### config.mk
export PLATFORM = sky130hd
export DESIGN_NAME = tdm_demux8
export DESIGN_NICKNAME = d
export VERILOG_FILES = /design/src/rtl/tdm_demux8.sv
export SDC_FILE = /design/constraint.sdc
export NUM_CORES = 1
export LEC_CHECK = 0
export CORE_MARGIN = 3
export CORE_UTILIZATION = 33
export CTS_CLUSTER_SIZE = 14
export DETAILED_ROUTE_END_ITERATION = 8
export MAX_ROUTING_LAYER = met4
export PLACE_DENSITY_LB_ADDON = 0.15
export SKIP_LAST_GASP = 1
export SLEW_MARGIN = 10
export SYNTH_ARGS = -nofsm -noshare
export SYNTH_HDL_FRONTEND = slang
export SYNTH_SLANG_ARGS = --single-unit
### constraint.sdc
create_clock -name clk -period 1.87 [get_ports clk]
set_clock_uncertainty 0.15 [all_clocks]
set_input_delay 0.561 -clock clk [delete_from_list [all_inputs] [get_ports clk]]
set_output_delay 0.561 -clock clk [all_outputs]
set_load 0.05 [all_outputs]
### src/rtl/tdm_demux8.sv
// Time-division 1-to-LANES demultiplexer: routes serial slot k to lane k and
// presents each completed frame in parallel with a one-cycle valid strobe.
module tdm_demux8 #(
    parameter int unsigned LANES = 8
) (
    input  logic             clk,
    input  logic             rst_n,
    input  logic             din,
    input  logic             din_valid,
    input  logic             frame_start,
    output logic [LANES-1:0] out,
    output logic             out_valid,
    output logic             frame_err
);

    localparam int unsigned CW = $clog2(LANES);
    localparam logic [CW-1:0] LAST = CW'(LANES - 1);

    typedef enum logic {IDLE, COLLECT} state_t;

    state_t           state, state_d;
    logic [CW-1:0]    cnt, cnt_d;
    logic [LANES-1:0] shadow, shadow_d;
    logic [LANES-1:0] out_d;
    logic             out_valid_d, frame_err_d;

    always_ff @(posedge clk or negedge rst_n) begin
        if (!rst_n) begin
            state     <= IDLE;
            cnt       <= '0;
            shadow    <= '0;
            out       <= '0;
            out_valid <= 1'b0;
            frame_err <= 1'b0;
        end else begin
            state     <= state_d;
            cnt       <= cnt_d;
            shadow    <= shadow_d;
            out       <= out_d;
            out_valid <= out_valid_d;
            frame_err <= frame_err_d;
        end
    end

    always_comb begin
        state_d     = state;
        cnt_d       = cnt;
        shadow_d    = shadow;
        out_d       = out;
        out_valid_d = 1'b0;
        frame_err_d = 1'b0;
        case (state)
            IDLE: begin
                if (din_valid && frame_start) begin
                    shadow_d[0] = din;
                    cnt_d       = CW'(1);
                    state_d     = COLLECT;
                end
            end
            COLLECT: begin
                if (din_valid) begin
                    // A restart wins even on the final slot: the partial frame is dropped.
                    if (frame_start) begin
                        frame_err_d = 1'b1;
                        shadow_d[0] = din;
                        cnt_d       = CW'(1);
                    end else if (cnt == LAST) begin
                        out_d            = shadow;
                        out_d[LANES-1]   = din;
                        out_valid_d      = 1'b1;
                        cnt_d            = '0;
                        state_d          = IDLE;
                    end else begin
                        shadow_d[cnt] = din;
                        cnt_d         = cnt + CW'(1);
                    end
                end
            end
            default: state_d = IDLE;
        endcase
    end

endmodule

==> metrics.yaml, run 1 <==
routing:
  via_per_inst: 5.19
  drt_wl_total_um: 1730
  firstDrtPassIters: 4
  drcViolationCount: 0
  dr_total_vias: 664
  initialDrtViolationCount: 8
  ant_nets: 0
  avgRoutedWirePerCell_um: 13.5
grt:
  grt.total_usage_pct: 11.9
  grt_pass1_wl_um: 3060
  antenna_found_initial: 0
  grt_pass1_vias: 675
  gr-total-overflow: 0
  grt_max_degree: 22
place:
  gp_congestion: 0.827
  dp_hpwl_um: 1260
  placed_cells_incl_taps: 124
  io_buffers: 14
sta:
  fmax_mhz: 538
  setup_viol: 0
  period_minus_slack_ns: 1.86
  rsz0062_at_grt: "yes"
  finalCritPeriodShare_pct: 99.5
  worstMarginPinSlew_ns: 0.300
  slew_viol_final: 0
  finalHoldViolations: 0
  tns_ns: 0
  relSlewSlack_pct: 79.8
clock_tree:
  h-tree-depth: 1
  clockRootBuffer: "clkbuf_4"
  clock_sink_count: 21
  clkLatencyLatePin_ns: 0.30
  clockBufferDepth: 2
  cts_buffers: 3
  cts_tree: "yes"
  hold_buffers: 0
  clk_pin_slew_ns: 0.12
layout:
  syn2layout_area_growth_pct: 43.8
  fillers: 234
  layout-drive-gt1-share_pct: 46.9
  stdcell_count: 128
  insertedDiodeCount: 0
  num-nets-final: 107
pwr:
  peakVddDrop_v: 0.000539
  power_leakage_uw: 0.000659
  power.density_nw_per_um2: 878
  switchingPower_uw: 362
  seq_power_share_pct: 50.7
  power_uw: 1180
  combinationalPowerShare_pct: 30.6
  internal_power_uw: 822
  sw_frac_of_total_pct: 30.6
  power_frac_clock_pct: 18.7
worst_setup_path:
  cp.arrival_ns: 1.91
  worst-path-buf-inv: 0
  path_class: "reg2reg"
  critical_path_depth: 5
  worstPathCellList: "ha_2 -> ha_4 -> and4bb_4 -> and4bb_1 -> mux2_4"
  crit_fanout: 5
  cp_data_required_time_ns: 1.92
  cp_top_family: "simple AND/OR/NAND/NOR gates"
  slowest_stage: "dfrtp_1"
  startpoint_type: "flip-flop"
  max_stage_delay_ns: 0.40
  r2r_cells: 5
  end_kind: "flip-flop"
logic_synthesis:
  ys_warn_count: 0
  synth_top_cells_by_count: "dfrtp_1 (21), mux2_2 (11), nand2_1 (4)"
  synthesis.nets: 77
  synth_edf_count: 0
  yosys.area.top_type_share_pct: 56.1
  synthTopCellsByArea: "dfrtp_1 (56%), mux2_2 (13%), ha_1 (4.0%)"
  yosysSeqAreaShare_pct: 56.1
  synth-main-ff-cell: "dfrtp_1"
  yosysMostFrequentCell: "dfrtp_1"
  synth_area_sq_um: 937
  synth.largest_area_cell: "dfrtp_1"
  synth-async-reset-ratio_pct: 100
  syn-instance-count: 69
  syn_area_per_cell_sq_um: 13.6
  synth.distinct_cells: 25
  ys_seq_elements: 21
status:
  status: "completed"
run:
  maxCapViolCount: 0
min_path:
  min_path_type: "reg2reg"
  min_path_cells: 1
floorplan:
  fp.dieH_um: 59.3
  die-area_sq_um: 3520
  row_count: 18
  coreArea_sq_um: 2590
  pin_count: 15
  start_util_pct: 36.2
  fp.dieW_um: 59.3
==> power by group through the flow <==
stage	registers, uW	logic [uW]	clock network, uW
floorplan	659	133	0
global placement	605	352	0
detailed placement	609	359	0
CTS	601	366	230
global route	613	390	245
finish	600	362	221
==> final cells by class <==
type	instances	area, sq um	share of cell area (%)
well taps	30	37.5	2.79
inverters	3	11.3	0.836
clock inverters	1	5.00	0.371
multi-input cells	44	415	30.8
clock buffers	3	22.5	1.67
flip-flops and latches	21	526	39.0
repair buffers	26	330	24.5
==> state kept, by name, indices dropped and copies added, names as in the netlist <==
signal	cells
state	1
out	8
shadow	7
cnt	3
frame_err	1
out_valid	1
==> stage by stage <==
| step | hold slack [ns] | setup slack [ns] | area (sq um) | utilization [%] |
|---|---|---|---|---|
| finish | 0.348 | 0.00958 | 1350 | 52.0 |
| global route | 0.378 | -0.0500 | 1350 | 52.0 |
| CTS | 0.355 | -0.0242 | 1340 | 51.8 |
| detailed placement | 0.325 | -0.318 | 1300 | 50.3 |
| global placement | 0.323 | -0.283 | 1300 | 50.3 |
| floorplan | 0.115 | -0.0521 | 940 | - |
==> per-layer routing <==
metal	part of all wire, %	global-route usage (%)	vias to the layer above
met5	0	-	-
met3	5.3	2.18	4
met2	46	18.4	16
li1	-	-	308
met4	1.4	4.85	0
met1	47	15.4	336
==> path summary, 6_finish.rpt <==
| kind | from | to | slack (ns) |
|---|---|---|---|
| setup reg to reg | cnt[1]$_DFFE_PN0P_ | shadow[2]$_DFFE_PN0P_ | 0.01 |
| max in group asynchronous | rst_n | cnt[1]$_DFFE_PN0P_ | 0.92 |
| hold reg to reg | shadow[0]$_DFFE_PN0P_ | shadow[0]$_DFFE_PN0P_ | 0.35 |
| setup / recovery | cnt[1]$_DFFE_PN0P_ | shadow[2]$_DFFE_PN0P_ | 0.01 |
| min in group asynchronous | rst_n | shadow[2]$_DFFE_PN0P_ | 0.44 |
| hold / removal | shadow[0]$_DFFE_PN0P_ | shadow[0]$_DFFE_PN0P_ | 0.35 |
==> placed cells by master, fill, tap and decap left out, types with 2 or more instances in the layout <==
cell and count:
nand3_1 2, nor2_1 2, inv_1 3, mux2_2 11, o21ai_0 2, buf_4 12, dfrtp_1 21, nand2_1 4
clkdlybuf4s50_1 4, nand4b_1 3, buf_12 10, clkbuf_4 3, mux2_1 3
==> repair_timing <==
item / CTS / global route
endpoints found under the setup margin: 1 / 14
pin swaps: 2 / 1
buffers inserted: 0 / 0
resized for setup: 2 / 1
==> logic make-up (layout without fill, tap and decap cells) <==
group | count (synthesis) | in the layout | share of synthesized area, %
compound gates | 7 | 7 | 5.74
mux | 15 | 15 | 18.4
fa+ha+maj | 3 | 3 | 4.01
flops | 21 | 21 | 56.1
simple gates | 19 | 19 | 14.0
buf+inv | 4 | 33 | 1.74
(Power assumes the default switching activity.)
==> inputs of run 2 (changes only) <==
==> constraint.sdc (replaced) <==
create_clock -name clk -period 1.9 [get_ports clk]
set_clock_uncertainty 0.15 [all_clocks]
set_input_delay 0.57 -clock clk [delete_from_list [all_inputs] [get_ports clk]]
set_output_delay 0.57 -clock clk [all_outputs]
set_load 0.05 [all_outputs]
==> run 2 against run 1 <==
Hold slack improved by 0.0054 ns. Sequential share of layout area did not move. Register-to-register slack is essentially flat. Largest power group unchanged.
==> metrics.yaml, run 2 (same netlist as run 1, synthesis figures left out) <==
status:
  status: "completed"
clock_tree:
  clock_sink_count: 21
  clkLatencyLatePin_ns: 0.30
  cts_tree: "yes"
  cts_setup_buffers: 0
  hold_buffers: 0
  cts_buffers: 3
  cts_resized: 0
  clockBufferDepth: 2
  clk_pin_slew_ns: 0.12
  h-tree-depth: 1
  clockRootBuffer: "clkbuf_4"
layout:
  insertedDiodeCount: 0
  fillers: 242
  largestRegisters: "out: 8 flops, shadow: 7 flops, cnt: 3 flops"
  num-nets-final: 107
  multiInputGateArea_sq_um: 415
  regArea_sq_um: 526
  syn2layout_area_growth_pct: 43.8
  largest-register: "out"
  largest_register_ff_count: 8
  final_common_cell: "dfrtp_1"
  final_cell_mix: "dfrtp_1 (21), buf_4 (12), mux2_2 (11)"
  layout-drive-gt1-share_pct: 46.9
sta:
  setup_viol: 0
  rsz0062_at_grt: "yes"
  slew_viol_final: 0
  worstMarginPinSlew_ns: 0.287
  finalHoldViolations: 0
  period_minus_slack_ns: 1.89
  finalCritPeriodShare_pct: 99.6
  worst_slack_ns: 0.00806
  fmax_mhz: 529
  whs_ns: 0.354
  relSlewSlack_pct: 80.7
run:
  maxCapViolCount: 0
routing:
  dr_total_vias: 656
  drt_wl_total_um: 1700
  firstDrtPassIters: 3
  ant_nets: 0
  avgRoutedWirePerCell_um: 13.3
  initialDrtViolationCount: 10
  drcViolationCount: 0
  via_per_inst: 5.13
worst_setup_path:
  r2r_slack_ns: 0.008
  cp-startpoint: "cnt[1]$_DFFE_PN0P_"
  max_stage_delay_ns: 0.40
  cp_data_required_time_ns: 1.95
  startpoint_type: "flip-flop"
  rr_startpoint: "cnt[1]$_DFFE_PN0P_"
  path_class: "reg2reg"
  r2r_cells: 5
  regToRegEndpoint: "shadow[2]$_DFFE_PN0P_"
  end_kind: "flip-flop"
  slowest_stage: "dfrtp_1"
  critPathCapture: "shadow[2]$_DFFE_PN0P_"
  crit_fanout: 5
  cp_top_family: "simple AND/OR/NAND/NOR gates"
  critical_path_depth: 5
  cp.arrival_ns: 1.94
  worst-path-buf-inv: 0
  worstPathCellList: "ha_2 -> ha_4 -> and4bb_4 -> and4bb_1 -> mux2_4"
place:
  io_buffers: 14
  dp_slack_ns: -0.292
  gp_congestion: 0.827
  dp_hpwl_um: 1280
floorplan:
  start_util_pct: 36.2
  pin_count: 15
  fp.dieH_um: 59.3
  fp.dieW_um: 59.3
  die-area_sq_um: 3520
  coreArea_sq_um: 2590
  row_count: 18
grt:
  gr-total-overflow: 0
  grt_max_degree: 22
  grt_pass1_vias: 655
  antenna_found_initial: 0
  use_met3_pct: 1.96
  grt_use_met1_pct: 14.1
  grt_pass1_wl_um: 2950
  grt.total_usage_pct: 11.5
  grt-busiest-layer: "met2"
  grt_util_met2_pct: 18.6
min_path:
  min_path_type: "reg2reg"
pwr:
  power_leakage_uw: 0.000659
  peakVddDrop_v: 0.000558
  power.density_nw_per_um2: 859
==> run 2: cell counts in the layout (fill, tap and decap cells not counted) <==
No cell type changed its count.
==> run 2: worst min path at each step <==
stage	cells past startpoint	slack, ns	to	startpoint
after detailed placement	1	0.33	shadow[0]$_DFFE_PN0P_	shadow[0]$_DFFE_PN0P_
after global placement	1	0.32	shadow[0]$_DFFE_PN0P_	shadow[0]$_DFFE_PN0P_
after floorplan	0	0.12	cnt[0]$_DFFE_PN0P_	rst_n
after CTS	1	0.36	shadow[0]$_DFFE_PN0P_	shadow[0]$_DFFE_PN0P_
final	1	0.35	shadow[0]$_DFFE_PN0P_	shadow[0]$_DFFE_PN0P_
after global routing	1	0.38	shadow[3]$_DFFE_PN0P_	shadow[3]$_DFFE_PN0P_
==> run 2: layer usage <==
metal	part of all wire, %	up-vias
li1	-	310
met1	46	332
met2	49	12
met3	4.4	2
met4	0.82	0
met5	0	-
==> run 2: layout make-up <==
cell class / instances / area share (%)
sequential: 21 / 39.0
multi-input combinational: 44 / 30.8
timing repair buffer: 26 / 24.5
tap: 30 / 2.79
clock buffer: 3 / 1.67
inverter: 3 / 0.836
clock inverter: 1 / 0.371
==> run 2: where the power goes <==
| group | leakage [uW] | internal, uW | total, uW | switching (uW) |
|---|---|---|---|---|
| Combinational | 0.000366 | 196 | 354 | 158 |
| Clock | 0.0000177 | 78.4 | 214 | 135 |
| Sequential | 0.000275 | 533 | 590 | 56.7 |
==> run 2: per-stage QoR <==
stage                     power [uW]  std cells  utilization, %  setup TNS [ns]  instance area, sq um
after detailed placement         952        124            50.3           -3.96                  1300
after global routing            1230        128            52.0          -0.106                  1350
final                           1160        128            52.0               0                  1350
after floorplan                  780         69               -         -0.0221                   940
after global placement           942        124            50.3           -3.64                  1300
after CTS                       1170        128            51.4               0                  1330
==> variant (config.mk and constraints of run 2) <==
Register the inputs `din`, `din_valid` and `frame_start` before use, with the module's reset. The logic sees them one clock later.
--- a/src/rtl/tdm_demux8.sv
+++ b/src/rtl/tdm_demux8.sv
@@ -19,2 +19,18 @@
     typedef enum logic {IDLE, COLLECT} state_t;
+
+    logic din_q;
+    logic din_valid_q;
+    logic frame_start_q;
+
+    always_ff @(posedge clk or negedge rst_n) begin
+        if (!rst_n) begin
+            din_q         <= '0;
+            din_valid_q   <= '0;
+            frame_start_q <= '0;
+        end else begin
+            din_q         <= din;
+            din_valid_q   <= din_valid;
+            frame_start_q <= frame_start;
+        end
+    end
 
@@ -53,4 +69,4 @@
             IDLE: begin
-                if (din_valid && frame_start) begin
-                    shadow_d[0] = din;
+                if (din_valid_q && frame_start_q) begin
+                    shadow_d[0] = din_q;
                     cnt_d       = CW'(1);
@@ -60,7 +76,7 @@
             COLLECT: begin
-                if (din_valid) begin
+                if (din_valid_q) begin
                     // A restart wins even on the final slot: the partial frame is dropped.
-                    if (frame_start) begin
+                    if (frame_start_q) begin
                         frame_err_d = 1'b1;
-                        shadow_d[0] = din;
+                        shadow_d[0] = din_q;
                         cnt_d       = CW'(1);
@@ -68,3 +84,3 @@
                         out_d            = shadow;
-                        out_d[LANES-1]   = din;
+                        out_d[LANES-1]   = din_q;
                         out_valid_d      = 1'b1;
@@ -73,3 +89,3 @@
                     end else begin
-                        shadow_d[cnt] = din;
+                        shadow_d[cnt] = din_q;
                         cnt_d         = cnt + CW'(1);
Formal check against the unedited RTL: not equivalent (a bounded check fails within 4 cycles, from zero or initial values and one cycle with rst_n low).
==> variant against run 2 <==
- the flow now finishes with violations (setup timing)
- combinational power shrank 6.5%
- setup slack got worse by 16 ps
- cell area up 1.2%
- die area grew 5.3%
- cell count shrank 5.5%
- routed wire length down 2.1%
- power increased by 8.8%
- sequential cell count rose by 3
- synthesized area increased by 5.9%
- critical endpoint unchanged
- largest power group unchanged
==> variant: results (changes against run 2) <==
The run finished, with violations left. The checks that failed: setup timing. The beginning of the worst register-to-register path is cnt[1]. The tools report the global placement routability congestion as 0.7179 (-13%). The number of endpoints failing setup at the final stage was 2 (+2). For the number of nets at the end of the flow, the log shows 99 (-7.5%). The mean instance size in the synthesized netlist was 14.81 µm² (+9.0%); the global-route wire length before repair was 2.994 mm (+1.6%).

The tools report the total detailed-routing wirelength as 1.667 mm (-2.1%). The largest fanout of any net on the critical path is 6 (+1), and the proportion of register bits with asynchronous set or reset after synthesis is 1.000 (unchanged). The length in cells of the worst reg-to-reg path was 5 (unchanged); the static power due to leakage was 0.6504 nW (-1.3%).

The count of placed standard cells including taps is 117 (-5.6%), and the ratio of cells with drive above 1 in the final layout is 0.4111 (-0.05828). The HPWL after detailed placement was 1.152 mm (-9.8%). Sorting the synthesized cells by area gives the leading types as sky130_fd_sc_hd__dfrtp_1, sky130_fd_sc_hd__mux2_2, sky130_fd_sc_hd__mux2_1. For the final setup slack of the worst path, the log shows -8.403 ps (-16.46 ps). Clock root buffer master: sky130_fd_sc_hd__clkbuf_4. The logs give 75 (-2.6%) for the net count of the mapped netlist and 1 (unchanged) for the deepest level of the CTS H-tree.

The wire length per cell after detailed routing is 13.78 µm (+3.6%), and the pre-CTS worst setup slack is 20.94 ps (+312.8 ps). In the synthesized netlist, the cells that appear most often are sky130_fd_sc_hd__dfrtp_1, sky130_fd_sc_hd__mux2_2, sky130_fd_sc_hd__mux2_1. The worst hold path begins at shadow[5].

The count of inserted antenna diode cells was 0 (unchanged). The actual transition at the worst max-transition pin was 298.1 ps (+11.62 ps). For the via count of the first global-routing pass, the log shows 643 (-1.8%). The capture point of the worst reg-to-reg path is shadow[2]. The logs give 503.1 µV (-9.8%) for the maximum ir drop on the vdd rail and 21 (-16%) for the number of unique standard cell types used by synthesis. The maximum number of pins on one net before global-route repair was 25 (+14%).

For the worst hold slack after final layout, the log shows 352.2 ps (-1.583 ps). The data arrival at the endpoint of the critical path was 1960 ps (+20 ps); the overall fraction of global-route tracks in use was 0.1115 (-0.003400). For hold timing, the worst endpoint is shadow[5]. For the placed standard-cell area, the log shows 0.001324 mm² (+1.6%).
==> variant: logic make-up after synthesis <==
kind of cell	count (synthesis)	share of synthesized area
compound gates	6	0.04288
fa+ha+maj	3	0.03784
buf+inv	2	0.007569
flops	24	0.6053
mux	15	0.1702
simple gates	17	0.1362
==> variant: final cells by class <==
cell class	count	area, µm²
timing repair buffer	19	277.8
tap	31	38.79
inverter	2	7.507
sequential	24	600.6
clock buffer	4	36.28
fill	254	1441
multi-input combinational	41	402.9
==> variant: critical path: stages (launching register included) <==
cell	delay, ps
sky130_fd_sc_hd__dfrtp_1	420
sky130_fd_sc_hd__ha_2	220
sky130_fd_sc_hd__ha_4	160
sky130_fd_sc_hd__and4bb_4	330
sky130_fd_sc_hd__and4bb_1	230
sky130_fd_sc_hd__mux2_4	300
==> variant: where the power goes <==
part           switching, mW  internal, mW
Sequential            0.0622         0.599
Clock                  0.150         0.117
Combinational          0.148         0.183
Total                  0.360         0.899
==> variant: how the worst max path moves through the flow <==
stage                 from         to  slack [ps]  depth (start not counted)
finish              cnt[1]  shadow[2]          -8                          5
global route        cnt[1]  shadow[4]         -70                          5
CTS                 cnt[1]  shadow[4]          -3                          5
detailed placement  cnt[1]  shadow[4]          20                          5
global placement    cnt[1]  shadow[2]          70                          5
floorplan           cnt[0]  shadow[4]          10                          5
==> variant: what timing repair did <==
action	4_1_cts	5_1_grt
resized for setup	0	1
endpoints found under the setup margin	1	2
cloned	0	0
pin swaps	0	1
hold endpoints to repair	0	0
hold buffers	0	0
==> variant: layer usage <==
layer	part of all wire	GRT usage	vias up
li1	-	-	292
met1	0.49	0.1549	302
met2	0.47	0.1603	12
met3	0.038	0.01915	2
met4	0.010	0.04644	0
met5	0	-	-
